## config.mk

```make
export PLATFORM = sky130hd
export DESIGN_NAME = ctrl_issue_unit_flat
export DESIGN_NICKNAME = d
export VERILOG_FILES = /design/src/rtl/ctrl_issue_if.sv /design/src/rtl/ctrl_issue_unit.sv /design/src/flat_wrapper.sv
export SDC_FILE = /design/constraint.sdc
export NUM_CORES = 1
export LEC_CHECK = 0
export ABC_AREA = 1
export CAP_MARGIN = 20
export CORE_ASPECT_RATIO = 0.75
export CORE_MARGIN = 2
export CORE_UTILIZATION = 35
export CTS_BUF_LIST = sky130_fd_sc_hd__clkbuf_16
export CTS_CLUSTER_DIAMETER = 50
export DETAILED_ROUTE_END_ITERATION = 6
export GPL_TIMING_DRIVEN = 0
export HOLD_SLACK_MARGIN = 0.08
export PLACE_DENSITY = 0.64
export SYNTH_ARGS = -nofsm -noshare
export SYNTH_HDL_FRONTEND = slang
export SYNTH_SLANG_ARGS = --single-unit
export TNS_END_PERCENT = 30
```

## constraint.sdc

```tcl
create_clock -name clk -period 4.4 [get_ports clk]
set_input_delay 0.88 -clock clk [delete_from_list [all_inputs] [get_ports clk]]
set_output_delay 0.88 -clock clk [all_outputs]
set_load 0.03 [all_outputs]
```

## src/rtl/ctrl_issue_if.sv

```systemverilog
// ID -> EX control handshake bundle for ctrl_issue_unit.
// id_ready is the only backpressure: ID advances on any cycle where id_ready is 1.
interface ctrl_issue_if #(
  parameter int CMD_W = 4
);
  logic             id_valid;
  logic [1:0]       mode;
  logic [3:0]       opcode;
  logic             s_in;
  logic [3:0]       cond;
  logic [3:0]       flags_in;
  logic             flags_we;
  logic             hazard;
  logic             flush;
  logic             id_ready;
  logic             ex_valid;
  logic [CMD_W-1:0] ex_cmd;
  logic             ex_mem_r;
  logic             ex_mem_w;
  logic             ex_wb_en;
  logic             ex_b_en;
  logic             ex_s_en;
  logic [3:0]       status;

  modport master (
    output id_valid, mode, opcode, s_in, cond, flags_in, flags_we, hazard, flush,
    input  id_ready, ex_valid, ex_cmd, ex_mem_r, ex_mem_w, ex_wb_en, ex_b_en,
           ex_s_en, status
  );

  modport slave (
    input  id_valid, mode, opcode, s_in, cond, flags_in, flags_we, hazard, flush,
    output id_ready, ex_valid, ex_cmd, ex_mem_r, ex_mem_w, ex_wb_en, ex_b_en,
           ex_s_en, status
  );
endinterface

```

## src/rtl/ctrl_issue_unit.sv

```systemverilog
// ID-stage decode, NZCV condition check and registered ID/EX control stage.
// Optional macro COND_FWD_EN: evaluate conditions on same-cycle flags_in when flags_we=1.
module ctrl_issue_unit #(
  parameter int CMD_W   = 4,
  parameter int MEM_LAT = 2,
  parameter int CNT_W   = 4
) (
  input  logic         clk,
  input  logic         rst_n,
  ctrl_issue_if.slave  bus
);
  logic [3:0]       cmd_d;
  logic             mr_d, mw_d, wb_d, b_d, s_d, is_mem;
  logic [3:0]       f;
  logic             cond_ok;
  logic [CNT_W-1:0] cnt;
  logic [3:0]       status_q;

`ifdef COND_FWD_EN
  assign f = bus.flags_we ? bus.flags_in : status_q;
`else
  assign f = status_q;
`endif

  // f = {N, Z, C, V}
  always_comb begin
    cond_ok = 1'b0;
    unique case (bus.cond)
      4'b0000: cond_ok = f[2];
      4'b0001: cond_ok = ~f[2];
      4'b0010: cond_ok = f[1];
      4'b0011: cond_ok = ~f[1];
      4'b0100: cond_ok = f[3];
      4'b0101: cond_ok = ~f[3];
      4'b0110: cond_ok = f[0];
      4'b0111: cond_ok = ~f[0];
      4'b1000: cond_ok = f[1] & ~f[2];
      4'b1001: cond_ok = ~f[1] | f[2];
      4'b1010: cond_ok = (f[3] == f[0]);
      4'b1011: cond_ok = (f[3] != f[0]);
      4'b1100: cond_ok = ~f[2] & (f[3] == f[0]);
      4'b1101: cond_ok = f[2] | (f[3] != f[0]);
      4'b1110: cond_ok = 1'b1;
      default: cond_ok = 1'b0;
    endcase
  end

  always_comb begin
    cmd_d  = 4'b0000;
    mr_d   = 1'b0;
    mw_d   = 1'b0;
    wb_d   = 1'b0;
    b_d    = 1'b0;
    s_d    = 1'b0;
    is_mem = 1'b0;
    unique case (bus.mode)
      2'b00: begin
        s_d = bus.s_in;
        wb_d = 1'b1;
        unique case (bus.opcode)
          4'b1101: cmd_d = 4'b0001;
          4'b1111: cmd_d = 4'b1001;
          4'b0100: cmd_d = 4'b0010;
          4'b0101: cmd_d = 4'b0011;
          4'b0010: cmd_d = 4'b0100;
          4'b0110: cmd_d = 4'b0101;
          4'b0000: cmd_d = 4'b0110;
          4'b1100: cmd_d = 4'b0111;
          4'b0001: cmd_d = 4'b1000;
          4'b1010: begin cmd_d = 4'b0100; wb_d = 1'b0; s_d = 1'b1; end
          4'b1000: begin cmd_d = 4'b0110; wb_d = 1'b0; s_d = 1'b1; end
          default: begin wb_d = 1'b0; s_d = 1'b0; end
        endcase
      end
      2'b01: begin
        is_mem = 1'b1;
        cmd_d  = 4'b0010;
        mr_d   = bus.s_in;
        wb_d   = bus.s_in;
        mw_d   = ~bus.s_in;
      end
      2'b10:   b_d = 1'b1;
      default: ;
    endcase
    // A failed condition still occupies EX, just with every control killed.
    if (!cond_ok) begin
      cmd_d = 4'b0000;
      mr_d  = 1'b0;
      mw_d  = 1'b0;
      wb_d  = 1'b0;
      b_d   = 1'b0;
      s_d   = 1'b0;
    end
  end

  assign bus.id_ready = bus.flush | ((cnt == '0) & ~bus.hazard);
  assign bus.status   = status_q;

  always_ff @(posedge clk or negedge rst_n) begin
    if (!rst_n) status_q <= 4'b0000;
    else if (bus.flags_we) status_q <= bus.flags_in;
  end

  always_ff @(posedge clk or negedge rst_n) begin
    if (!rst_n) begin
      cnt          <= '0;
      bus.ex_valid <= 1'b0;
      bus.ex_cmd   <= '0;
      bus.ex_mem_r <= 1'b0;
      bus.ex_mem_w <= 1'b0;
      bus.ex_wb_en <= 1'b0;
      bus.ex_b_en  <= 1'b0;
      bus.ex_s_en  <= 1'b0;
    end else if (bus.flush || (cnt == '0 && (bus.hazard || !bus.id_valid))) begin
      cnt          <= '0;
      bus.ex_valid <= 1'b0;
      bus.ex_cmd   <= '0;
      bus.ex_mem_r <= 1'b0;
      bus.ex_mem_w <= 1'b0;
      bus.ex_wb_en <= 1'b0;
      bus.ex_b_en  <= 1'b0;
      bus.ex_s_en  <= 1'b0;
    end else if (cnt != '0) begin
      cnt <= cnt - 1'b1;
    end else begin
      bus.ex_valid <= 1'b1;
      bus.ex_cmd   <= CMD_W'(cmd_d);
      bus.ex_mem_r <= mr_d;
      bus.ex_mem_w <= mw_d;
      bus.ex_wb_en <= wb_d;
      bus.ex_b_en  <= b_d;
      bus.ex_s_en  <= s_d;
      if (is_mem && cond_ok) cnt <= CNT_W'(MEM_LAT - 1);
    end
  end
endmodule
```

## src/flat_wrapper.sv

```systemverilog
// flat-port wrapper written by rule: the top's interface ports become plain ports
module ctrl_issue_unit_flat 
#(
  parameter int CMD_W   = 4,
  parameter int MEM_LAT = 2,
  parameter int CNT_W   = 4
)
  (clk, rst_n, bus_id_valid, bus_mode, bus_opcode, bus_s_in, bus_cond, bus_flags_in, bus_flags_we, bus_hazard, bus_flush, bus_id_ready, bus_ex_valid, bus_ex_cmd, bus_ex_mem_r, bus_ex_mem_w, bus_ex_wb_en, bus_ex_b_en, bus_ex_s_en, bus_status);
  ctrl_issue_if #(.CMD_W(CMD_W)) bus_i ();
  input  logic clk;
  input  logic rst_n;
  input wire logic [$bits(bus_i.id_valid)-1:0] bus_id_valid;
  input wire logic [$bits(bus_i.mode)-1:0] bus_mode;
  input wire logic [$bits(bus_i.opcode)-1:0] bus_opcode;
  input wire logic [$bits(bus_i.s_in)-1:0] bus_s_in;
  input wire logic [$bits(bus_i.cond)-1:0] bus_cond;
  input wire logic [$bits(bus_i.flags_in)-1:0] bus_flags_in;
  input wire logic [$bits(bus_i.flags_we)-1:0] bus_flags_we;
  input wire logic [$bits(bus_i.hazard)-1:0] bus_hazard;
  input wire logic [$bits(bus_i.flush)-1:0] bus_flush;
  output wire logic [$bits(bus_i.id_ready)-1:0] bus_id_ready;
  output wire logic [$bits(bus_i.ex_valid)-1:0] bus_ex_valid;
  output wire logic [$bits(bus_i.ex_cmd)-1:0] bus_ex_cmd;
  output wire logic [$bits(bus_i.ex_mem_r)-1:0] bus_ex_mem_r;
  output wire logic [$bits(bus_i.ex_mem_w)-1:0] bus_ex_mem_w;
  output wire logic [$bits(bus_i.ex_wb_en)-1:0] bus_ex_wb_en;
  output wire logic [$bits(bus_i.ex_b_en)-1:0] bus_ex_b_en;
  output wire logic [$bits(bus_i.ex_s_en)-1:0] bus_ex_s_en;
  output wire logic [$bits(bus_i.status)-1:0] bus_status;
  assign bus_i.id_valid = bus_id_valid;
  assign bus_i.mode = bus_mode;
  assign bus_i.opcode = bus_opcode;
  assign bus_i.s_in = bus_s_in;
  assign bus_i.cond = bus_cond;
  assign bus_i.flags_in = bus_flags_in;
  assign bus_i.flags_we = bus_flags_we;
  assign bus_i.hazard = bus_hazard;
  assign bus_i.flush = bus_flush;
  assign bus_id_ready = bus_i.id_ready;
  assign bus_ex_valid = bus_i.ex_valid;
  assign bus_ex_cmd = bus_i.ex_cmd;
  assign bus_ex_mem_r = bus_i.ex_mem_r;
  assign bus_ex_mem_w = bus_i.ex_mem_w;
  assign bus_ex_wb_en = bus_i.ex_wb_en;
  assign bus_ex_b_en = bus_i.ex_b_en;
  assign bus_ex_s_en = bus_i.ex_s_en;
  assign bus_status = bus_i.status;
  ctrl_issue_unit #(.CMD_W(CMD_W), .MEM_LAT(MEM_LAT), .CNT_W(CNT_W)) u_core (.clk(clk), .rst_n(rst_n), .bus(bus_i));
endmodule
```

Yosys cells after proc, flatten, opt, wreduce, memory -nomap -nowiden:

Index checks and enable logic that the tools add are counted.

* register bits: 18
* RAM bits: 0
* bits in read-only memories: 0
* memories: 0
* output and inout port bits: 15
* bits in latches: 0

* reduce and logical (&&, ||, !) cells: 15
* magnitude comparators: 0
* equality and inequality tests: 29
* bitwise logic cells: 12
* div/mod/pow operators: 0
* shift-type cells: 0
* $add $sub $neg: 1
* multiplexer cells: 34
* multipliers: 0

Operators with widths (count)
* $eq 4x4->1 const B: 12
* $pmux 4 s9: 1
* $eq 4x3->1 const B: 7
* $mux 4: 6
* $mux 1: 23
* $pmux 1 s15: 1
* $eq 4x2->1 const B: 3
* $logic_not 4->1: 3
* $reduce_or 9->1: 1
* $eq 4x1->1 const B: 2
* $pmux 4 s2: 1
* $not 1->1: 6
* $reduce_or 2->1: 3
* $pmux 1 s2: 2
* $reduce_bool 4->1: 1
* $sub 4x1->4 const B: 1
* $and 1x1->1: 3
* $or 1x1->1: 3
* $reduce_bool 3->1: 1
* $eq 2x1->1 const B: 1
* $eq 2x2->1 const B: 1
* $logic_and 1x1->1: 2
* $logic_not 2->1: 1
* $logic_or 1x1->1: 2
* other kinds (4): 4

Logic depth before layout (Yosys ltp):

Gate-level depths: netlist of run 1.

* depth after elaboration: 7
* mapped depth: 11
* depth with buffers taken out: 11

Worst setup path before layout of run 1:

Ideal clock, no wire load.

* path type: input -> output
* from: input bus_hazard
* to: output bus_id_ready
* stages: 1
* buffers on the path: 0
* arrival: 1570 ps
* slack: 1950 ps
* data required time: 3520 ps
* cells stage by stage: o21ai_0

* cells in the longest elaborated chain, start to end: 3

Ends and longest elaborated chain
* start: declaration: RTL line flat_wrapper.sv:19 `input wire logic [$bits(bus_i.hazard)-1:0] bus_hazard;`
* $not 1->1: RTL line ctrl_issue_unit.sv:96 `assign bus.id_ready = bus.flush | ((cnt == '0) & ~bus.hazard);`
* $and 1x1->1: RTL line ctrl_issue_unit.sv:96
* $or 1x1->1: RTL line ctrl_issue_unit.sv:96
* end: declaration: RTL line flat_wrapper.sv:21 `output wire logic [$bits(bus_i.id_ready)-1:0] bus_id_ready;`

Every way passes these cells.

Final worst setup path of run 1:

* from: input bus_flush
* to: output bus_id_ready

* cells in the longest elaborated chain, start to end: 1

Ends and longest elaborated chain
* start: declaration: RTL line flat_wrapper.sv:20 `input wire logic [$bits(bus_i.flush)-1:0] bus_flush;`
* $or 1x1->1: RTL line ctrl_issue_unit.sv:96

Every way passes these cells.

==> results of run 1 <==
## where the power goes
| group | leakage, nW | switching, mW | total (mW) | internal (mW) |
|---|---|---|---|---|
| clock network | 0.0385 | 0.0659 | 0.187 | 0.121 |
| logic | 0.532 | 0.158 | 0.255 | 0.0969 |
| registers | 0.240 | 0.0182 | 0.209 | 0.191 |
## layer usage
layer,wire length [um],part of all wire [%],up-vias
li1,-,-,596
met1,1408,50,539
met2,1185,42,36
met3,152,5.4,7
met4,52,1.9,0
met5,0,0,-
## area by class of cell
type / instances / area (um^2) / area share, %
multi-input cells: 119 / 634.4 / 38.24
flip-flops and latches: 18 / 450.4 / 27.15
repair buffers: 34 / 340.3 / 20.51
inverters: 25 / 93.84 / 5.656
clock buffers: 3 / 75.07 / 4.525
well taps: 40 / 50.05 / 3.017
plain buffers: 1 / 11.26 / 0.6787
clock inverters: 1 / 3.754 / 0.2262
## sequential cells by signal (all words and copies together), names as in the netlist
| name | count |
|---|---|
| u_core.bus.ex_mem_w | 1 |
| u_core.bus.ex_b_en | 1 |
| u_core.bus.ex_wb_en | 1 |
| u_core.bus.ex_valid | 1 |
| u_core.bus.ex_cmd | 4 |
| u_core.cnt | 4 |
| u_core.bus.ex_mem_r | 1 |
| u_core.bus.ex_s_en | 1 |
| u_core.bus.status | 4 |
## through the flow
| step | instances | hold slack [ps] | setup slack, ps |
|---|---|---|---|
| global route | 241 | 509.9 | 1256 |
| floorplan | 163 | 477.1 | 1950 |
| global placement | 237 | 468.2 | 1345 |
| CTS | 241 | 482.1 | 1315 |
| finish | 241 | 477.4 | 1323 |
| detailed placement | 237 | 469.7 | 1316 |
## layout by cell type, fill, tap and decap left out, drive strengths merged
master	netlist	routed
nor2	13	13
ha	1	1
nor3	2	2
clkbuf	0	3
o21ai	13	13
clkdlybuf4s50	0	34
a21oi	4	4
xor2	1	1
buf	1	1
nand3	18	18
nand2	56	56
a21boi	1	1
a221oi	1	1
nand3b	4	4
dfrtp	18	18
or2	2	2
clkinv	3	4
a31oi	1	1
nand4	2	2
inv	22	22
## worst min-delay path: cells and delay by family (launching register included)
family | cells | cell delay (ps)
DFF | 1 | 340
AOI/OAI and AO/OA | 1 | 50
and+or+nand+nor | 1 | 60
## cells in the mapped netlist (all sizes together)
| cell type | n |
|---|---|
| a221oi | 1 |
| nand4 | 2 |
| nor2 | 13 |
| or2 | 2 |
| ha | 1 |
| dfrtp | 18 |
| o21ai | 13 |
| buf | 1 |
| a21boi | 1 |
| xor2 | 1 |
| nand2 | 56 |
| a31oi | 1 |
| clkinv | 3 |
| nor3 | 2 |
| nand3b | 4 |
| inv | 22 |
| nand3 | 18 |
| a21oi | 4 |
## worst min path at each step
stage / from / end / cells past startpoint
floorplan: u_core.cnt[1] / u_core.cnt[1] / 2
CTS: u_core.bus.ex_cmd[2] / u_core.bus.ex_cmd[2] / 2
global placement: u_core.bus.ex_cmd[2] / u_core.bus.ex_cmd[2] / 2
global route: u_core.bus.ex_mem_w / u_core.bus.ex_mem_w / 2
finish: u_core.bus.ex_cmd[2] / u_core.bus.ex_cmd[2] / 2
detailed placement: u_core.bus.ex_cmd[2] / u_core.bus.ex_cmd[2] / 2
## cells by family after synthesis
| kind of cell | after synthesis | synth area share, % |
|---|---|---|
| compound gates | 20 | 10.94 |
| buf+inv | 26 | 8.833 |
| simple gates | 97 | 40.59 |
| fa+ha+maj | 1 | 1.051 |
| flops | 18 | 37.85 |
| xor+xnor | 1 | 0.7362 |
==> results.md, run 1 <==
- Status: finished clean
- Clk buf depth: 2
- Cells after Synth: approximately 160
- Diode count: 0
- Area growth, synth to finish: 39.43%
- Top cell type's share of synthesized area: between 30 and 40%
- Vias in the first global route: about 1100
- Layout Nets: roughly 220
- Worst Path Max Fanout: 3
- CTS tree: yes
- Crit-path cells: clkdlybuf4s50_1 -> inv_1 -> o21ai_0 -> clkdlybuf4s50_1
- Synth Area per Inst: roughly 7.3 um^2
- Critical path class: in -> out
- Global routing's busiest layer: met2
- Placer congestion estimate: 0.8128
- Max cap viols: 0
- Placed Area: 1580 um^2
- Initial Util: 36.44%
- DP HPWL: between 2 and 2.5 mm
- Power consumption: 0.6516 mW
- Area leader, netlist: dfrtp_1
- Post-CTS Hold Buffers: 0
- GRT met1 Usage: 21.67%
- CP Launch Type: primary input
- Final-report hold violation count: 0
- Placeable Area: approximately 3300 um^2
- Slew margin rel.: roughly 46%
- Syn nets: approximately 190
- First-pass GRT wire length: between 4 and 5 mm
- Setup TNS: 0 ps
- RSZ-0062 raised after global routing: no
- Top area cells in the synthesized netlist: dfrtp_1 38%, nand2_1 16%, nand3_1 6.7%
- Worst path arrival time: about 2200 ps
- Initial antenna violation count: 0
- CP most frequent cell: clkdlybuf4s50_1
- CP Launch Point: bus_flush
- CTS Sinks: 18
- Slew Viols, Final: 0
- Worst Setup EP: bus_id_ready
- Die ar.: 3887 um^2
- Vias: roughly 1200
- Clock Skew: approximately 4 ps
- Levels on crit path: 4
- Yosys cell types: 28
- Mean number of vias per cell: 4.888
- Worst hold path class: reg -> reg
- Layout cells sized above 1: 13.43%
- PD cells: between 300 and 400 nW/um^2
- Crit end category: output port
- Fill cells: approximately 300
- Routed WL per cell: roughly 12 um
- Met3 Use GR: under 10%
- Crit Reg-Reg Startpoint: u_core.cnt[0]
- Global route overflow: 0
- WP buf/inv: 3
- Maximum VDD drop: between 0.15 and 0.2 mV
- FF-to-FF setup slack: roughly 2800 ps
- Met2 global-route usage: a little under a quarter
- Drt drc: 0
- Max Clk Rate: around 330 MHz
- Post-CTS resize count: 0
- Count of final setup violators: 0
- Actual slew at the worst max-slew pin: between 800 and 900 ps
- Worst Reg2Reg Path Length in Cells: 9
- Chip height: ~54 um
- First drt pass iteration count: 4
- TritonCTS Buffers: 3
- Leakage: approximately 0.8 nW
- Port-buffer cells: 34
- Yosys warns: 0
- ANT nets after route: 0
- Worst R2R End: u_core.bus.ex_cmd[3]
- CP delay by family, top: buffers and inverters
- CP max-delay cell: clkdlybuf4s50_1
- Flops & latches, synth: 18
- Slowest stage delay, CP: ~700 ps
- Skew-Pair Late Insertion Delay: ~250 ps
- Largest net degree at the start of global routing: 19
- GRT Total Usage: 15.52%
- Clk root buf: clkbuf_16
- Iteration-0 DRC count of the detailed router: a little over 50
- Critical path required time: 3520 ps
- Syn Std Cell Area: around 1200 um^2
- Row count: 18
- Drt total wl: ~2.8 mm
- Postcts setup bufs: 0
- Register area share after synthesis: a little under two fifths
- Final core occ: around 51%
- Ports: 36
- Max H-tree Level: 1
- Design Area, Final: between 1500 and 2000 um^2
- Clock-pin slew on the worst setup and hold paths: around 60 ps
- Final worst path period need: about 3100 ps
- Die X: between 70 and 80 um
- Final worst-path cycle share: a little over two thirds
No activity file was read; power rests on OpenSTA's default activity.
==> run 2: changes to the inputs <==
--- a/config.mk
+++ b/config.mk
@@ -15,7 +15,7 @@
 export DETAILED_ROUTE_END_ITERATION = 6
 export GPL_TIMING_DRIVEN = 0
 export HOLD_SLACK_MARGIN = 0.08
-export PLACE_DENSITY = 0.64
+export PLACE_DENSITY = 0.66
 export SYNTH_ARGS = -nofsm -noshare
 export SYNTH_HDL_FRONTEND = slang
 export SYNTH_SLANG_ARGS = --single-unit
==> constraint.sdc (replaced) <==
create_clock -name clk -period 2.8 [get_ports clk]
set_input_delay 0.56 -clock clk [delete_from_list [all_inputs] [get_ports clk]]
set_output_delay 0.56 -clock clk [all_outputs]
set_load 0.03 [all_outputs]
==> run 2 against run 1 <==
Via count rose by 0.34%. Flip-flop and latch count did not move. Critical path depth rose by 1. Total power rose by 57%. Setup slack got worse by 1000 ps. Hold slack barely moved. Final cell count did not move. Global-route usage rose by 0.80 points. Sequential power rose by 57%.
==> results.md, run 2 (same netlist as run 1, synthesis figures left out) <==
- Largest net degree at the start of global routing: 19 (unchanged)
- Postcts setup bufs: 0 (unchanged)
- Worst hold path class: reg -> reg
- Crit-path cells: inv_1 -> ha_1 -> nand2_2 -> o21ai_0 -> clkdlybuf4s50_1
- GRT Total Usage: 16.33% (+0.80 points)
- Critical path class: reg -> out
- First-pass GRT wire length: 4.850 mm (+4.5%)
- Worst path arrival time: 1940 ps (-260 ps)
- Diode count: 0 (unchanged)
- Final worst path period need: roughly 2500 ps
- Global route overflow: 0 (unchanged)
- Commonest non-fill, non-tap cell in the layout: nand2_1
- Area growth, synth to finish: 39.43% (unchanged)
- First drt pass iteration count: 5 (+1)
- Mean number of vias per cell: 4.905 (+0.34%)
- Layout cells sized above 1: 13.43% (unchanged)
- Drt total wl: 2.911 mm (+4.1%)
- CP max-delay cell: clkdlybuf4s50_1
- Clock Skew: 3.840 ps (-0.2800 ps)
- Slew margin rel.: 44.38% (-1.7 points)
- Actual slew at the worst max-slew pin: 831.7 ps (+25.52 ps)
- Clock Power Share: 28.1% (-0.6 points)
- Initial Util: 36.44% (unchanged)
- Setup TNS: 0 ps (unchanged)
- Worst Reg2Reg Path Length in Cells: 7 (-2)
- Row count: 18 (unchanged)
- Vias in the first global route: 1049 (-0.57%)
- PD cells: 617.5 nW/um^2 (+57%)
- Crit end category: output port
- Max H-tree Level: 1 (unchanged)
- Clock-pin slew on the worst setup and hold paths: 50 ps (about the same)
- Iteration-0 DRC count of the detailed router: 64 (+25%)
- Die X: 71.33 um (unchanged)
- Worst Path Max Fanout: 5 (+2)
- Slew Viols, Final: 0 (unchanged)
- Logic gate share of total power: 39.9% (+0.7 points)
- Switching share of power: 37.27% (+0.063 points)
- Slowest stage delay, CP: 710 ps (about the same)
- Layout Nets: 224 (unchanged)
- Post-CTS resize count: 0 (unchanged)
- Routed WL per cell: 12.08 um (+4.1%)
- ANT nets after route: 0 (unchanged)
- Clk root buf: clkbuf_16
- DP HPWL: 2.303 mm (+4.3%)
- CTS tree: yes
- Placer congestion estimate: 0.8732 (+7.4%)
- Critical path required time: 2240 ps (-1280 ps)
- Chip height: 54.50 um (unchanged)
- CP Launch Type: flop
- Clk buf depth: 2 (unchanged)
- Max cap viols: 0 (unchanged)
- Skew-Pair Late Insertion Delay: 250 ps (about the same)
- Hold Crit Depth: 2 (unchanged)
- Die ar.: 3887 um^2 (unchanged)
- Power consumption: 1.025 mW (+57%)
- Ports: 36 (unchanged)
- CTS Sinks: 18 (unchanged)
- Post-CTS Hold Buffers: 0 (unchanged)
- Status: finished clean
- Final worst-path cycle share: a little under 90%
- Maximum VDD drop: 0.2237 mV (+45%)
- Commonest non-fill, non-tap cells in the layout: 52 x nand2_1, 34 x clkdlybuf4s50_1, 20 x inv_1, 18 x dfrtp_1, 16 x nand3_1
- Int Power: 0.6426 mW (+57%)
- RSZ-0062 raised after global routing: no
- Max Clk Rate: between 300 and 400 MHz
- Drt drc: 0 (unchanged)
- Initial antenna violation count: 0 (unchanged)
- TritonCTS Buffers: 3 (unchanged)
- Count of final setup violators: 0 (unchanged)
- Leakage: 0.8106 nW (unchanged)
- Placeable Area: 3266 um^2 (unchanged)
- Sw Pwr: 0.3819 mW (+57%)
- Vias: 1182 (+0.34%)
- Final-report hold violation count: 0 (unchanged)
- Port-buffer cells: 34 (unchanged)
- Flop pwr share: 32.1% (about the same)
==> run 2: cell counts in the layout (fill, tap and decap cells not counted) <==
No cell type changed its count.
==> run 2: power groups by stage <==
stage	Sequential (mW)	Clock [mW]	Combinational, mW
finish	0.328	0.288	0.408
global placement	0.331	0	0.395
CTS	0.328	0.296	0.409
floorplan	0.351	0	0.257
global route	0.333	0.315	0.457
detailed placement	0.333	0	0.406
==> run 2: stage by stage <==
step                area (um^2)  instances  hold WS (ps)  worst slack, ps  utilization, %
finish                     1659        241         477.1            299.2           50.80
floorplan                  1190        163         264.4            825.4               -
CTS                        1659        241         484.9            316.3           50.80
global placement           1580        237         465.5            397.9           48.39
detailed placement         1580        237         470.7            337.5           48.39
global route               1659        241         515.1            168.1           50.80
==> run 2: final cells by class <==
type,instances,area [um^2]
Inverter,25,93.84
Timing Repair Buffer,34,340.3
Sequential cell,18,450.4
Buffer,1,11.26
Clock inverter,1,3.754
Tap cell,40,50.05
Clock buffer,3,75.07
Multi-Input combinational cell,119,634.4
Fill cell,320,1607
==> run 2: path summary, 6_finish.rpt <==
check / start / end / slack, ps
setup / recovery: u_core.cnt[0] / bus_id_ready / 300
setup reg to reg: u_core.cnt[0] / u_core.bus.ex_mem_w / 1170
max in group asynchronous: rst_n / u_core.bus.status[3] / 1490
hold reg to reg: u_core.bus.ex_cmd[1] / u_core.bus.ex_cmd[1] / 480
hold / removal: u_core.bus.ex_cmd[1] / u_core.bus.ex_cmd[1] / 480
min in group asynchronous: rst_n / u_core.bus.ex_cmd[2] / 790
==> run 2: worst max-delay path, delay by kind of cell, from the launching register on <==
family	cells	cell delay, ps
buffers and inverters	2	820
and+or+nand+nor	1	120
adders and majority gates	1	210
AOI/OAI and AO/OA	1	180
DFF	1	370
==> run 2: layer usage <==
layer | up-vias | track usage (%) | share of wire (%)
li1 | 599 | - | -
met1 | 548 | 21.84 | 49
met2 | 31 | 25.62 | 45
met3 | 4 | 4.972 | 4.4
met4 | 0 | 5.031 | 1.6
met5 | - | 0 | 0
==> run 3: changes to the inputs <==
--- a/config.mk
+++ b/config.mk
@@ -12,6 +12,7 @@
 export CORE_UTILIZATION = 35
 export CTS_BUF_LIST = sky130_fd_sc_hd__clkbuf_16
 export CTS_CLUSTER_DIAMETER = 50
+export CTS_CLUSTER_SIZE = 8
 export DETAILED_ROUTE_END_ITERATION = 6
 export GPL_TIMING_DRIVEN = 0
 export HOLD_SLACK_MARGIN = 0.08
==> results of run 3 <==
The final DEF is identical to that of run 2; final timing and power are the same.
